**config.mk**
```make
export PLATFORM = sky130hd
export DESIGN_NAME = regfile_write_arbiter_flat
export DESIGN_NICKNAME = d
export VERILOG_FILES = /design/src/rtl/regfile_write_arbiter_if.sv /design/src/rtl/regfile_write_arbiter.sv /design/src/flat_wrapper.sv
export SDC_FILE = /design/constraint.sdc
export NUM_CORES = 1
export LEC_CHECK = 0
export CAP_MARGIN = 15
export CORE_ASPECT_RATIO = 1.2
export CORE_MARGIN = 2
export CORE_UTILIZATION = 45
export DETAILED_ROUTE_END_ITERATION = 10
export DONT_BUFFER_PORTS = 1
export GPL_TIMING_DRIVEN = 0
export HOLD_SLACK_MARGIN = 0.12
export PLACE_DENSITY = 0.59
export RECOVER_POWER = 50
export SYNTH_ARGS = -nofsm -noshare
export SYNTH_HDL_FRONTEND = slang
export SYNTH_SLANG_ARGS = --single-unit
```
**constraint.sdc**
```tcl
create_clock -name clk -period 2 [get_ports clk]
set_clock_uncertainty 0.15 [all_clocks]
set_input_delay 0 -clock clk [delete_from_list [all_inputs] [get_ports clk]]
set_output_delay 0 -clock clk [all_outputs]
set_load 0.02 [all_outputs]
```
**src/rtl/regfile_write_arbiter_if.sv**
```systemverilog
// Writeback bus between two requesters, issue-logic reservations and the register-file write port.
// The master side is the pipeline/bench; the slave side is the arbiter.
interface regfile_write_arbiter_if #(
  parameter int unsigned ADDR_W = 4,
  parameter int unsigned DATA_W = 32
);
  localparam int unsigned NREG = 1 << ADDR_W;

  logic              stall;
  logic              a_valid;
  logic [ADDR_W-1:0] a_addr;
  logic [DATA_W-1:0] a_data;
  logic              a_ready;
  logic              b_valid;
  logic [ADDR_W-1:0] b_addr;
  logic [DATA_W-1:0] b_data;
  logic              b_ready;
  logic              rsv_valid;
  logic [ADDR_W-1:0] rsv_addr;
  logic              rsv_err;
  logic              write_enable1;
  logic [ADDR_W-1:0] write_addr;
  logic [DATA_W-1:0] write_data;
  logic [NREG-1:0]   pending;

  modport master (
    output stall, a_valid, a_addr, a_data, b_valid, b_addr, b_data, rsv_valid, rsv_addr,
    input  a_ready, b_ready, rsv_err, write_enable1, write_addr, write_data, pending
  );

  modport slave (
    input  stall, a_valid, a_addr, a_data, b_valid, b_addr, b_data, rsv_valid, rsv_addr,
    output a_ready, b_ready, rsv_err, write_enable1, write_addr, write_data, pending
  );
endinterface

```
**src/rtl/regfile_write_arbiter.sv**
```systemverilog
// Round-robin arbiter sharing the register-file write port between ALU (A) and load (B)
// writeback, with a registered write stage and a pending-write scoreboard.
module regfile_write_arbiter #(
  parameter int unsigned ADDR_W = 4,
  parameter int unsigned DATA_W = 32
) (
  input logic                    clk,
  input logic                    rst,
  regfile_write_arbiter_if.slave bus
);
  localparam int unsigned NREG = 1 << ADDR_W;

  typedef enum logic {GrantA, GrantB} grant_e;

  grant_e            last_grant_q, last_grant_d;
  logic              a_ready, b_ready, a_xfer, b_xfer;
  logic              write_enable1_q, write_enable1_d;
  logic [ADDR_W-1:0] write_addr_q, write_addr_d;
  logic [DATA_W-1:0] write_data_q, write_data_d;
  logic [NREG-1:0]   pending_q, pending_d;
  logic              rsv_err_q, rsv_err_d;

  // Ready depends only on inputs and last_grant, never on the write stage.
  always_comb begin
    a_ready = 1'b0;
    b_ready = 1'b0;
    if (rst && !bus.stall) begin
      if (bus.a_valid && bus.b_valid) begin
        if (last_grant_q == GrantB) a_ready = 1'b1;
        else                        b_ready = 1'b1;
      end else begin
        a_ready = bus.a_valid;
        b_ready = bus.b_valid;
      end
    end
  end

  assign a_xfer = bus.a_valid && a_ready;
  assign b_xfer = bus.b_valid && b_ready;

  always_comb begin
    last_grant_d    = last_grant_q;
    write_enable1_d = a_xfer || b_xfer;
    write_addr_d    = write_addr_q;
    write_data_d    = write_data_q;
    pending_d       = pending_q;
    if (a_xfer) begin
      last_grant_d            = GrantA;
      write_addr_d            = bus.a_addr;
      write_data_d            = bus.a_data;
      pending_d[bus.a_addr]   = 1'b0;
    end else if (b_xfer) begin
      last_grant_d            = GrantB;
      write_addr_d            = bus.b_addr;
      write_data_d            = bus.b_data;
      pending_d[bus.b_addr]   = 1'b0;
    end
    // Reservation applied after the clear so a new producer wins a same-edge collision.
    if (bus.rsv_valid) pending_d[bus.rsv_addr] = 1'b1;
    rsv_err_d = bus.rsv_valid && pending_q[bus.rsv_addr];
  end

  always_ff @(posedge clk or negedge rst) begin
    if (!rst) begin
      last_grant_q    <= GrantB;
      write_enable1_q <= 1'b0;
      write_addr_q    <= '0;
      write_data_q    <= '0;
      pending_q       <= '0;
      rsv_err_q       <= 1'b0;
    end else begin
      last_grant_q    <= last_grant_d;
      write_enable1_q <= write_enable1_d;
      write_addr_q    <= write_addr_d;
      write_data_q    <= write_data_d;
      pending_q       <= pending_d;
      rsv_err_q       <= rsv_err_d;
    end
  end

  assign bus.a_ready       = a_ready;
  assign bus.b_ready       = b_ready;
  assign bus.write_enable1 = write_enable1_q;
  assign bus.write_addr    = write_addr_q;
  assign bus.write_data    = write_data_q;
  assign bus.pending       = pending_q;
  assign bus.rsv_err       = rsv_err_q;
endmodule

```
**src/flat_wrapper.sv**
```systemverilog
// flat-port wrapper written by rule: the top's interface ports become plain ports
module regfile_write_arbiter_flat 
#(
  parameter int unsigned ADDR_W = 4,
  parameter int unsigned DATA_W = 32
)
  (clk, rst, bus_stall, bus_a_valid, bus_a_addr, bus_a_data, bus_b_valid, bus_b_addr, bus_b_data, bus_rsv_valid, bus_rsv_addr, bus_a_ready, bus_b_ready, bus_rsv_err, bus_write_enable1, bus_write_addr, bus_write_data, bus_pending);
  regfile_write_arbiter_if #(.ADDR_W(ADDR_W), .DATA_W(DATA_W)) bus_i ();
  input logic clk;
  input logic rst;
  input wire logic [$bits(bus_i.stall)-1:0] bus_stall;
  input wire logic [$bits(bus_i.a_valid)-1:0] bus_a_valid;
  input wire logic [$bits(bus_i.a_addr)-1:0] bus_a_addr;
  input wire logic [$bits(bus_i.a_data)-1:0] bus_a_data;
  input wire logic [$bits(bus_i.b_valid)-1:0] bus_b_valid;
  input wire logic [$bits(bus_i.b_addr)-1:0] bus_b_addr;
  input wire logic [$bits(bus_i.b_data)-1:0] bus_b_data;
  input wire logic [$bits(bus_i.rsv_valid)-1:0] bus_rsv_valid;
  input wire logic [$bits(bus_i.rsv_addr)-1:0] bus_rsv_addr;
  output wire logic [$bits(bus_i.a_ready)-1:0] bus_a_ready;
  output wire logic [$bits(bus_i.b_ready)-1:0] bus_b_ready;
  output wire logic [$bits(bus_i.rsv_err)-1:0] bus_rsv_err;
  output wire logic [$bits(bus_i.write_enable1)-1:0] bus_write_enable1;
  output wire logic [$bits(bus_i.write_addr)-1:0] bus_write_addr;
  output wire logic [$bits(bus_i.write_data)-1:0] bus_write_data;
  output wire logic [$bits(bus_i.pending)-1:0] bus_pending;
  assign bus_i.stall = bus_stall;
  assign bus_i.a_valid = bus_a_valid;
  assign bus_i.a_addr = bus_a_addr;
  assign bus_i.a_data = bus_a_data;
  assign bus_i.b_valid = bus_b_valid;
  assign bus_i.b_addr = bus_b_addr;
  assign bus_i.b_data = bus_b_data;
  assign bus_i.rsv_valid = bus_rsv_valid;
  assign bus_i.rsv_addr = bus_rsv_addr;
  assign bus_a_ready = bus_i.a_ready;
  assign bus_b_ready = bus_i.b_ready;
  assign bus_rsv_err = bus_i.rsv_err;
  assign bus_write_enable1 = bus_i.write_enable1;
  assign bus_write_addr = bus_i.write_addr;
  assign bus_write_data = bus_i.write_data;
  assign bus_pending = bus_i.pending;
  regfile_write_arbiter #(.ADDR_W(ADDR_W), .DATA_W(DATA_W)) u_core (.clk(clk), .rst(rst), .bus(bus_i));
endmodule
```
* Word-level counts from Yosys, hierarchy flattened
Index checks and enable logic that the tools add are counted.
Cells by class: order comparisons 6, mux-type cells 23, bitwise gates (word level) 5, reduce and logical (&&, ||, !) cells 11
Operators with widths (number):
- $mux 32 | 2
- $mux 16 | 3
- $and 16x16->16 | 2
- $not 16->16 | 2
- $or 16x16->16 | 1
- $lt 4x5->1 const B | 3
- $demux 1 s4 | 3
- $ge 4x1->1 const B | 3
- $mux 1 | 12
- $logic_and 1x1->1 | 8
- $mux 4 | 2
- $bmux 1 s4 | 1
- $reduce_bool 2->1 | 1
- $logic_not 1->1 | 1
- $logic_or 1x1->1 | 1
Storage, ports and cells: register bits 55, input bits 82, output and inout bits 56, word-level logic and storage cells 51

* Depth between registers and ports, before layout
Gate-level depths: netlist (run 1).
word-level depth 10, gate-level depth with buffers 7, gate-level depth less buffers 5

* Worst setup path before layout (run 1)
OpenSTA, ideal clock, no wires.
kind reg-to-reg, start point reg u_core.last_grant_q, end point reg u_core.pending_q[11], in the netlist u_core.bus.pending[11], setup time 0.122 ns, arrival time 1.503 ns, data required time 1.728 ns, path slack 0.225 ns, cell stages (with the launch flop) 7, buffers on the path 1, clock period less this slack 1.775 ns, cell sequence dfstp_2 -> and2b_1 -> or2_1 -> buf_6 -> clkinv_4 -> nand4_1 -> a32o_1
Between the ends: elaborated cells on any way between the ends 12, those cells by class mux (9); bitwise (1); reduce/logical (2)
RTL lines:
- from (decl) | line regfile_write_arbiter.sv:15 | grant_e last_grant_q, last_grant_d;
- from (signal assigned) | line regfile_write_arbiter.sv:65 | last_grant_q <= GrantB;
- from (signal assigned) | line regfile_write_arbiter.sv:72 | last_grant_q <= last_grant_d;
- $mux 1 (*) | line regfile_write_arbiter.sv:29 | if (last_grant_q == GrantB) a_ready = 1'b1;
- $mux 1 (*) | line regfile_write_arbiter.sv:28 | if (bus.a_valid && bus.b_valid) begin
- $mux 1 (*) | line regfile_write_arbiter.sv:27 | if (rst && !bus.stall) begin
- named net bus_a_ready | line flat_wrapper.sv:20 | output wire logic [$bits(bus_i.a_ready)-1:0] bus_a_ready;
- $logic_and 1x1->1 (*) | line regfile_write_arbiter.sv:38 | assign a_xfer = bus.a_valid && a_ready;
- $mux 16 (*) | line regfile_write_arbiter.sv:47 | if (a_xfer) begin
- $or 16x16->16 (no source line)
- $mux 16 (*) | line regfile_write_arbiter.sv:59 | if (bus.rsv_valid) pending_d[bus.rsv_addr] = 1'b1;
- named net u_core.pending_d[11] | line regfile_write_arbiter.sv:20 | logic [NREG-1:0] pending_q, pending_d;
- to (signal assigned) | line regfile_write_arbiter.sv:76 | pending_q <= pending_d;
- to (decl) | line regfile_write_arbiter.sv:20
Mark *: on every way through the listed nets, which the timed path passes. The rest lies on a longest branch. A chain may end at the register's enable or synchronous reset.

* Worst setup path after layout (run 1)
start point reg u_core.last_grant_q, end point reg u_core.pending_q[7], in the netlist u_core.bus.pending[7]
Same word-level chain as after synthesis.

==> flow_summary_export.csv, run 1 <==
group,metric,value,unit
power_and_ir_drop,power.internal,2060,uW
finish,filler_free_cell_count_of_the_finished_design,496,
power_and_ir_drop,total_leakage_power,0.00164,uW
timing,final_hold_violating_endpoints,0,
drt,detail_route.wirelength,9.29,mm
timing,fmax,520,MHz
place,gp_congestion,0.908,
min_path,hold_class,"primary input to register",
place,post-dp-hpwl,5.93,mm
yosys,yosys-mux-area-fraction,3.28,%
floorplanning,fp.coreArea,0.00645,sq mm
global_route,grt_first_pass_wirelength,14.8,mm
power_and_ir_drop,power_density,820,mW/mm^2
clocking,cts-htree-levels,2,
clocking,path_clk_slew,0.10,ns
floorplanning,pin_count,138,
yosys,synth_top_family_by_area,"simple AND/OR/NAND/NOR gates",
drt,vias_after_detailed_routing,2742,
clocking,post-cts-setup-buffer-count,0,
yosys,synth_sequential_area_ratio,45.8,%
power_and_ir_drop,finalPower,3350,uW
yosys,synth_flop_cell,"dfrtp_1",
drt,first_iter_violations,127,
clocking,tritoncts,"built",
clocking,clk_path_buf_depth,2,
yosys,synth_top_area_share,44.9,%
yosys,simple_gate_area_share_of_the_yosys_netlist,28.1,%
job,drv_cap,0,
finish,area_growth,35.8,%
global_route,globalRouteOverflowTotal,0,
global_route,grt_max_degree,56,
floorplanning,dieArea,0.00736,sq mm
yosys,synth_area_per_cell,9.43,sq um
yosys,synth_top_area_cell,"dfrtp_1",
timing,worst_slew_pin_slew,0.757,ns
floorplanning,die_w,78.7,microns
clocking,clock_insertion_delay_worst_skew,0.31,ns
yosys,netlist_area,0.00301,sq mm
drt,drt_pass1_iterations,4,
setup_path,path_max_fanout,6,
timing,maxSlewViolCount,0,
finish,insertedDiodeCount,0,
yosys,flops_latches_synth,55,
yosys,synth_fa_ha_area_share,0,%
yosys,yosys.area_share.xor_xnor,0,%
timing,grt_setup_unrepaired,"false",
timing,relSlewSlack,49.5,%
drt,drt-vias-per-instance,5.53,
power_and_ir_drop,power_frac_clock,18.3,%
timing,finalWorstPathRequiredPeriod,1.92,ns
place,dp_cells,404,
yosys,post-synth-top-count-cell,"nand2_1",
clocking,tritoncts.num_buffers,5,
setup_path,crit_path_end_kind,"register",
global_route,aggregate_global_route_resource_usage,26.0,%
power_and_ir_drop,power_switching,1290,uW
timing,period_share,96.2,%
global_route,first_global_vias,2791,
timing,setup_total_negative_slack,0,ns
yosys,synth_nets,401,
drt,post_detailed_route_drc_marker_count,0,
yosys,ys_warn_count,0,
drt,post_detailed_route_wirelength_per_cell,18.7,microns
clocking,tritoncts_num_sinks,55,
finish,utilization,63.4,%
place,port_buffer_count,0,
power_and_ir_drop,power.ir.vdd_worst,0.408,mV
setup_path,cp_data_required_time,2.05,ns
yosys,synth_enable_flop_cells,0,
finish,drive_gt1_share,16.8,%
setup_path,criticalPathCategory,"register to register",
yosys,yosysUniqueCellTypes,33,
setup_path,cp-start-kind,"register",
yosys,synth-compound-area-share,16.4,%
yosys,mapped_cells,319,
setup_path,crit_arrival,1.97,ns
floorplanning,chipHeight,93.6,microns
yosys,async_flop_share,100,%
global_route,antenna_found_initial,0,
drt,ant_nets,0,
outcome,run_status,"completed",
clocking,cts_root_buffer,"clkbuf_8",
power_and_ir_drop,share_comb_of_total_power,22.8,%
floorplanning,fp-row-count,32,
timing,worst_hold_slack,0.145,ns
power_and_ir_drop,power.switching_fraction,38.6,%
finish,fin_nets,492,
yosys,ys_top_cells_by_area,"dfrtp_1 (45%), nand2_1 (11%), a31oi_2 (5.8%)",
yosys,yosys-top-cells-count,"nand2_1 (87), dfrtp_1 (54), nor2_1 (32)",
power_and_ir_drop,power.share.sequential,58.9,%
timing,finalSetupViolations,0,
floorplanning,start_util,46.7,%
final timing paths:
check | depth (start not counted) | slack (ns) | to | from
worst min register to register | 2 | 0.51 | u_core.bus.write_data[9]$_DFFE_PN0P_ | u_core.bus.write_data[9]$_DFFE_PN0P_
worst max register to register | 6 | 0.08 | u_core.bus.pending[7]$_DFF_PN0_ | u_core.last_grant_q$_DFFE_PN1P_
worst max-delay path | 6 | 0.08 | u_core.bus.pending[7]$_DFF_PN0_ | u_core.last_grant_q$_DFFE_PN1P_
worst min-delay path | 5 | 0.14 | u_core.bus.rsv_err$_DFF_PN0_ | bus_rsv_addr[0]
max in group asynchronous | 4 | 0.68 | u_core.bus.pending[3]$_DFF_PN0_ | rst
min in group asynchronous | 4 | 0.53 | u_core.bus.pending[15]$_DFF_PN0_ | rst
flip-flops by register name, summed over array words and instances (netlist names):
name / count
u_core.bus.pending: 16
u_core.bus.write_addr: 4
u_core.last_grant_q: 1
u_core.bus.rsv_err: 1
u_core.bus.write_enable1: 1
u_core.bus.write_data: 32
power by group through the flow:
stage | Clock (uW) | Sequential (uW) | Combinational, uW
finish | 613 | 1970 | 765
global route | 673 | 2010 | 850
CTS | 633 | 1970 | 759
detailed placement | 0 | 2000 | 563
global placement | 0 | 1990 | 556
floorplan | 0 | 1910 | 484
what timing repair did:
| item | CTS | global route |
|---|---|---|
| endpoints found under the hold margin | 109 | 0 |
| resized for setup | 0 | 2 |
| hold buffers | 84 | 0 |
| setup endpoints to repair | 0 | 5 |
cells in the final DEF (no fill, tap or decap), types with 3 or more instances in the layout:
master         instances
nor2_2                11
clkbuf_1               6
and2_1                 4
nor4b_2                3
a31oi_2               14
nand4_1                8
a31oi_1               21
nand2_1               87
buf_6                  9
dfrtp_1               54
dlygate4sd3_1         81
mux4_2                 3
nor2_1                32
nor2b_1                7
a32o_1                16
clkbuf_8               5
nand3_1               14
buf_2                  7
layer usage:
| metal | wire length (microns) | GRT usage [%] | part of all wire, % | vias to the layer above |
|---|---|---|---|---|
| met2 | 4870 | 45.2 | 52 | 95 |
| met3 | 597 | 5.89 | 6.4 | 13 |
| li1 | - | - | - | 1310 |
| met5 | 0 | 0 | 0 | - |
| met4 | 178 | 6.87 | 1.9 | 0 |
| met1 | 3650 | 32.4 | 39 | 1324 |
kinds of logic after synthesis:
kind of cell / count (synthesis)
simple gates: 175
compound gates: 56
flops: 55
buf+inv: 27
mux: 6
worst max-delay path: stages (launching register included):
cell and delay [ns]:
dfstp_2 0.56, and2b_1 0.25, or2_1 0.24, buf_6 0.14, clkinv_4 0.08, nand4_1 0.10, a32o_1 0.29
area by class of cell:
cell class	count	area, sq um
Fill cell	531	2360
Clock buffer	6	72.6
Sequential cell	55	1380
Inverter	3	16.3
Multi-Input combinational cell	237	1450
Timing Repair Buffer	84	873
Buffer	24	178
Clock inverter	2	12.5
Tap cell	85	106
stage by stage:
stage / worst slack [ns] / area (sq um)
floorplan: 0.225 / 3010
global placement: 0.0981 / 3120
detailed placement: 0.0471 / 3120
CTS: 0.0341 / 4090
global route: 0.00380 / 4090
finish: 0.0760 / 4090
No activity file was read; power rests on OpenSTA's default activity.
==> run 2, diff against run 1 <==
--- a/config.mk
+++ b/config.mk
@@ -6,14 +6,14 @@
 export NUM_CORES = 1
 export LEC_CHECK = 0
 export CAP_MARGIN = 15
-export CORE_ASPECT_RATIO = 1.2
+export CORE_ASPECT_RATIO = 1.1
 export CORE_MARGIN = 2
 export CORE_UTILIZATION = 45
 export DETAILED_ROUTE_END_ITERATION = 10
 export DONT_BUFFER_PORTS = 1
 export GPL_TIMING_DRIVEN = 0
 export HOLD_SLACK_MARGIN = 0.12
-export PLACE_DENSITY = 0.59
+export PLACE_DENSITY = 0.61
 export RECOVER_POWER = 50
 export SYNTH_ARGS = -nofsm -noshare
 export SYNTH_HDL_FRONTEND = slang
==> constraint.sdc (replaced) <==
create_clock -name clk -period 1.6 [get_ports clk]
set_clock_uncertainty 0.15 [all_clocks]
set_input_delay 0 -clock clk [delete_from_list [all_inputs] [get_ports clk]]
set_output_delay 0 -clock clk [all_outputs]
set_load 0.02 [all_outputs]
==> run 2 against run 1 <==
The flow now finishes with violations (hold timing, setup timing); critical path type unchanged; count of clock-buffer cells in the layout unchanged; first-iteration DRC count up 59%; cell area up 8.4%; highest routed layer unchanged.
==> flow_summary_export.csv, run 2 (synthesis gave the netlist of run 1 again) <==
group,metric,value,unit
outcome,run_status,"finished, violations left",
outcome,failing_checks,"hold timing, setup timing",
setup_path,critical-path-slowest-cell,"dfstp_2",
timing,period_share,116,%
finish,drive_gt1_share,25.1,%
clocking,cts-htree-levels,2,
setup_path,cp_data_required_time,1.64,ns
setup_path,cells_along_the_critical_path,"and2b_4 -> buf_6 -> nor4_4 -> nand2_1 -> a32o_1",
finish,area_growth,47.2,%
global_route,grt_first_pass_wirelength,14.5,mm
power_and_ir_drop,power.ir.vdd_worst,0.576,mV
finish,nFillCells,490,
setup_path,criticalPathCategory,"register to register",
setup_path,cp-start-kind,"register",
clocking,cts_root_buffer,"clkbuf_8",
setup_path,crit_path_end_kind,"register",
setup_path,crit_arrival,1.90,ns
clocking,tritoncts,"built",
clocking,tritoncts.num_buffers,5,
drt,post_detailed_route_wirelength_per_cell,19.7,microns
drt,drt_pass1_iterations,4,
place,post-dp-hpwl,5.97,mm
floorplanning,fp.coreArea,0.00652,sq mm
finish,insertedDiodeCount,0,
timing,fmax,538,MHz
timing,final_hold_violating_endpoints,55,
global_route,grt_max_degree,58,
clocking,cts.hold.buffers_added,84,
timing,finalWorstPathRequiredPeriod,1.86,ns
global_route,globalRouteOverflowTotal,0,
timing,relSlewSlack,67.5,%
drt,drt-vias-per-instance,5.71,
floorplanning,chipHeight,89.8,microns
drt,vias_after_detailed_routing,2832,
clocking,clk_path_buf_depth,2,
timing,worst_hold_slack,-0.789,ns
setup_path,rr_worst_depth,5,
timing,finalSetupViolations,56,
timing,maxSlewViolCount,0,
timing,final_critical_path_setup_slack,-0.258,ns
global_route,antenna_found_initial,0,
setup_path,path_max_fanout,4,
floorplanning,dieArea,0.00736,sq mm
finish,largest_register_ff_count,32,
timing,setup_total_negative_slack,-11.06,ns
place,gp_congestion,0.855,
finish,most_frequent_standard_cell_in_the_layout_excluding_fill_and_tap_cells,"nand2_1",
floorplanning,pin_count,138,
clocking,tritoncts_num_sinks,55,
job,drv_cap,0,
place,port_buffer_count,0,
timing,grt_setup_unrepaired,"true",
floorplanning,start_util,46.2,%
power_and_ir_drop,total_leakage_power,0.00171,uW
global_route,aggregate_global_route_resource_usage,25.5,%
min_path,hold_class,"primary input to asynchronous set/reset pin",
drt,ant_nets,0,
clocking,path_clk_slew,0.11,ns
finish,fin_nets,495,
drt,first_iter_violations,202,
finish,most-common-layout-cells,"nand2_1 (87), dlygate4sd3_1 (84), dfrtp_1 (50)",
setup_path,max_stage_delay,0.56,ns
power_and_ir_drop,power_density,982,mW/mm^2
drt,detail_route.wirelength,9.78,mm
floorplanning,fp-row-count,31,
drt,post_detailed_route_drc_marker_count,0,
clocking,clock_insertion_delay_worst_skew,0.31,ns
global_route,first_global_vias,2865,
floorplanning,die_w,82.0,microns
timing,worst_slew_pin_slew,0.483,ns
-- run 2: area by class of cell --
type	count	area [sq um]	area share [%]
timing repair buffer	87	897	20.3
clock buffer	6	72.6	1.64
multi-input combinational	237	1690	38.1
clock inverter	2	12.5	0.282
buffer	24	246	5.56
inverter	3	26.3	0.593
tap	82	103	2.32
sequential	55	1380	31.2
-- run 2: timing repair --
| item | 4_1_cts | 5_1_grt |
|---|---|---|
| setup buffers | 1 | 1 |
| cloned | 0 | 1 |
| pin swaps | 12 | 12 |
| gates resized for setup | 28 | 46 |
| endpoints found under the setup margin | 56 | 56 |
| hold endpoints to repair | 109 | 67 |
-- run 2: power breakdown --
part | total (uW) | internal (uW) | switching, uW
sequential | 2470 | 1740 | 726
clock | 787 | 308 | 479
combinational | 1090 | 620 | 473
total | 4350 | 2670 | 1680
-- run 2: stage by stage --
step                      cells  instance area, sq um  utilization, %  power (uW)  worst slack, ns
final                       496                  4430            68.0        4350           -0.258
after global routing        496                  4430            68.0        4570           -0.320
after CTS                   494                  4160            63.8        4210           -0.276
after detailed placement    401                  3110            47.8        3200           -0.332
after global placement      401                  3110            47.8        3180           -0.280
after floorplan             319                  3010               -        2990           -0.175
-- run 2: final timing paths --
kind	start	endpoint	slack (ns)
setup / recovery	u_core.last_grant_q$_DFFE_PN1P_	u_core.bus.pending[0]$_DFF_PN0_	-0.26
hold / removal	rst	u_core.bus.write_data[20]$_DFFE_PN0P_	-0.79
setup reg to reg	u_core.last_grant_q$_DFFE_PN1P_	u_core.bus.pending[0]$_DFF_PN0_	-0.26
hold reg to reg	u_core.bus.write_addr[3]$_DFFE_PN0P_	u_core.bus.write_addr[3]$_DFFE_PN0P_	0.50
max in group asynchronous	rst	u_core.last_grant_q$_DFFE_PN1P_	1.88
min in group clk	bus_b_valid	u_core.bus.pending[13]$_DFF_PN0_	0.04
-- run 2: critical path: cells and delay by family (launching register included) --
| kind | cells | cell delay (ns) |
|---|---|---|
| flip-flops | 1 | 0.56 |
| AO/OA/AOI/OAI | 1 | 0.26 |
| AND/OR/NAND/NOR | 3 | 0.65 |
| buffers and inverters | 1 | 0.12 |
-- run 2: metal layers --
metal / global-route usage [%] / vias to the layer above / wire, microns
met1: 32.0 / 1388 / 4030
met5: 0 / - / 0
met3: 6.33 / 17 / 698
li1: - / 1312 / -
met4: 8.47 / 0 / 183
met2: 42.3 / 115 / 4870
==> run 3, diff against run 2 <==
--- a/config.mk
+++ b/config.mk
@@ -12,7 +12,7 @@
 export DETAILED_ROUTE_END_ITERATION = 10
 export DONT_BUFFER_PORTS = 1
 export GPL_TIMING_DRIVEN = 0
-export HOLD_SLACK_MARGIN = 0.12
+export HOLD_SLACK_MARGIN = 0.05
 export PLACE_DENSITY = 0.61
 export RECOVER_POWER = 50
 export SYNTH_ARGS = -nofsm -noshare
==> run 3 against run 2 <==
The run ends with setup timing left; clock power is 2% lower; first-iteration DRC count is 11% lower; sequential share of layout area is 0.93 points higher; via count is 0.39% lower; global-route usage hardly changed; setup slack worse by 0.052 ns; cell count is 0.60% lower; power is 0.52% lower; hold slack better by 0.83 ns; critical path type unchanged; largest cell class unchanged; highest routed layer unchanged.
==> flow_summary_export.csv, run 3 (synthesis gave the netlist of run 1 again) <==
group,metric,value,unit
outcome,run_status,"finished, violations left",
outcome,failing_checks,"setup timing",
clocking,tritoncts,"built",
drt,first_iter_violations,180,
power_and_ir_drop,share_comb_of_total_power,25.1,%
finish,insertedDiodeCount,0,
timing,final_critical_path_setup_slack,-0.310,ns
global_route,first_global_vias,2846,
drt,post_detailed_route_wirelength_per_cell,19.8,microns
power_and_ir_drop,power.switching_fraction,38.9,%
timing,fmax,524,MHz
finish,layout.cell_area.non_filler,0.00430,sq mm
floorplanning,pin_count,138,
setup_path,cp-start-kind,"register",
place,place_area,0.00311,sq mm
timing,grt_setup_unrepaired,"true",
floorplanning,dieArea,0.00736,sq mm
floorplanning,fp.coreArea,0.00652,sq mm
power_and_ir_drop,power.ir.vdd_worst,0.492,mV
job,drv_cap,0,
power_and_ir_drop,power_switching,1680,uW
setup_path,cp_data_required_time,1.65,ns
timing,period_share,119,%
power_and_ir_drop,power_density,1010,mW/mm^2
setup_path,criticalPathCategory,"register to register",
clocking,tritoncts_num_sinks,55,
clocking,tritoncts.num_buffers,5,
floorplanning,chipHeight,89.8,microns
global_route,grt_first_pass_wirelength,14.5,mm
floorplanning,die_w,82.0,microns
clocking,cts_root_buffer,"clkbuf_8",
drt,vias_after_detailed_routing,2821,
floorplanning,fp-row-count,31,
setup_path,crit_path_end_kind,"register",
power_and_ir_drop,power.internal,2640,uW
finish,nFillCells,511,
timing,worst_slew_pin_slew,0.784,ns
power_and_ir_drop,power_frac_clock,17.9,%
global_route,globalRouteOverflowTotal,0,
drt,ant_nets,0,
timing,final_hold_violating_endpoints,0,
global_route,antenna_found_initial,0,
clocking,clock_insertion_delay_worst_skew,0.31,ns
global_route,grt_max_degree,58,
power_and_ir_drop,total_leakage_power,0.00167,uW
timing,finalSetupViolations,56,
finish,area_growth,43.0,%
place,post-dp-hpwl,5.97,mm
timing,finalWorstPathRequiredPeriod,1.91,ns
place,gp_congestion,0.855,
clocking,path_clk_slew,0.10,ns
min_path,hold_class,"primary input to register",
global_route,aggregate_global_route_resource_usage,25.5,%
finish,utilization,66.0,%
setup_path,path_max_fanout,10,
place,port_buffer_count,0,
finish,most-common-layout-cells,"nand2_1 (87), dlygate4sd3_1 (81), dfrtp_1 (50)",
drt,post_detailed_route_drc_marker_count,0,
drt,detail_route.wirelength,9.75,mm
finish,fin_nets,492,
clocking,cts-htree-levels,2,
floorplanning,start_util,46.2,%
finish,drive_gt1_share,23.8,%
clocking,clk_path_buf_depth,2,
timing,maxSlewViolCount,0,
finish,most_frequent_standard_cell_in_the_layout_excluding_fill_and_tap_cells,"nand2_1",
timing,relSlewSlack,47.7,%
power_and_ir_drop,power.share.sequential,57.0,%
setup_path,crit_arrival,1.96,ns
drt,drt_pass1_iterations,4,
drt,drt-vias-per-instance,5.72,
finish,largest_register_ff_count,32,
-- run 3: final timing paths --
kind / from / to / slack (ns) / cells past startpoint
min in group asynchronous: rst / u_core.bus.write_data[20]$_DFFE_PN0P_ / 0.18 / 2
worst max register to register: u_core.last_grant_q$_DFFE_PN1P_ / u_core.bus.write_data[26]$_DFFE_PN0P_ / -0.31 / 7
worst min-delay path: rst / u_core.bus.pending[8]$_DFF_PN0_ / 0.04 / 4
worst min register to register: u_core.bus.write_addr[3]$_DFFE_PN0P_ / u_core.bus.write_addr[3]$_DFFE_PN0P_ / 0.51 / 2
max in group asynchronous: rst / u_core.bus.pending[8]$_DFF_PN0_ / 0.57 / 2
worst max-delay path: u_core.last_grant_q$_DFFE_PN1P_ / u_core.bus.write_data[26]$_DFFE_PN0P_ / -0.31 / 7
-- run 3: through the flow --
step	hold slack (ns)	setup slack (ns)	total power, uW	TNS, ns	std cells
after floorplan	-0.446	-0.175	2990	-5.67	319
after global routing	0.0628	-0.383	4560	-17.78	493
after detailed placement	-0.444	-0.332	3200	-12.26	401
after CTS	-0.793	-0.276	4200	-13.04	490
final	0.0406	-0.310	4330	-14.36	493
after global placement	-0.444	-0.280	3180	-11.20	401
-- run 3: final cells by class --
class	count	area [sq um]	share of cell area, %
plain buffers	24	230	5.35
multi-input cells	237	1640	38.2
clock inverters	2	12.5	0.291
flip-flops and latches	55	1380	32.1
well taps	82	103	2.39
inverters	3	23.8	0.553
clock buffers	6	72.6	1.69
repair buffers	84	833	19.4
-- run 3: routing by layer --
layer	global-route usage, %	routed length (microns)	vias to the layer above
met2	42.1	4920	121
met4	8.75	197	0
met1	32.0	3860	1379
met3	6.12	776	17
met5	0	0	-
li1	-	-	1304
-- run 3: repair_timing --
| item | CTS | global route |
|---|---|---|
| pin swaps | 12 | 10 |
| resized for setup | 28 | 29 |
| hold endpoints to repair | 109 | 55 |
| endpoints found under the setup margin | 56 | 56 |
| hold buffers | 80 | 2 |
| buffers inserted | 1 | 1 |
-- run 3: worst max-delay path: stages (launching register included) --
cell and delay, ns:
dfstp_2 0.56, and2b_2 0.26, or2_1 0.23, buf_6 0.14, buf_8 0.15, buf_12 0.15, nor2_2 0.10, a31oi_2 0.05
-- run 3: power groups by stage --
stage          Clock, uW  Sequential (uW)  Combinational, uW
6_report             774             2470               1080
5_1_grt              865             2510               1180
4_1_cts              799             2470                937
3_5_place_dp           0             2490                705
3_3_place_gp           0             2480                693
2_1_floorplan          0             2390                605
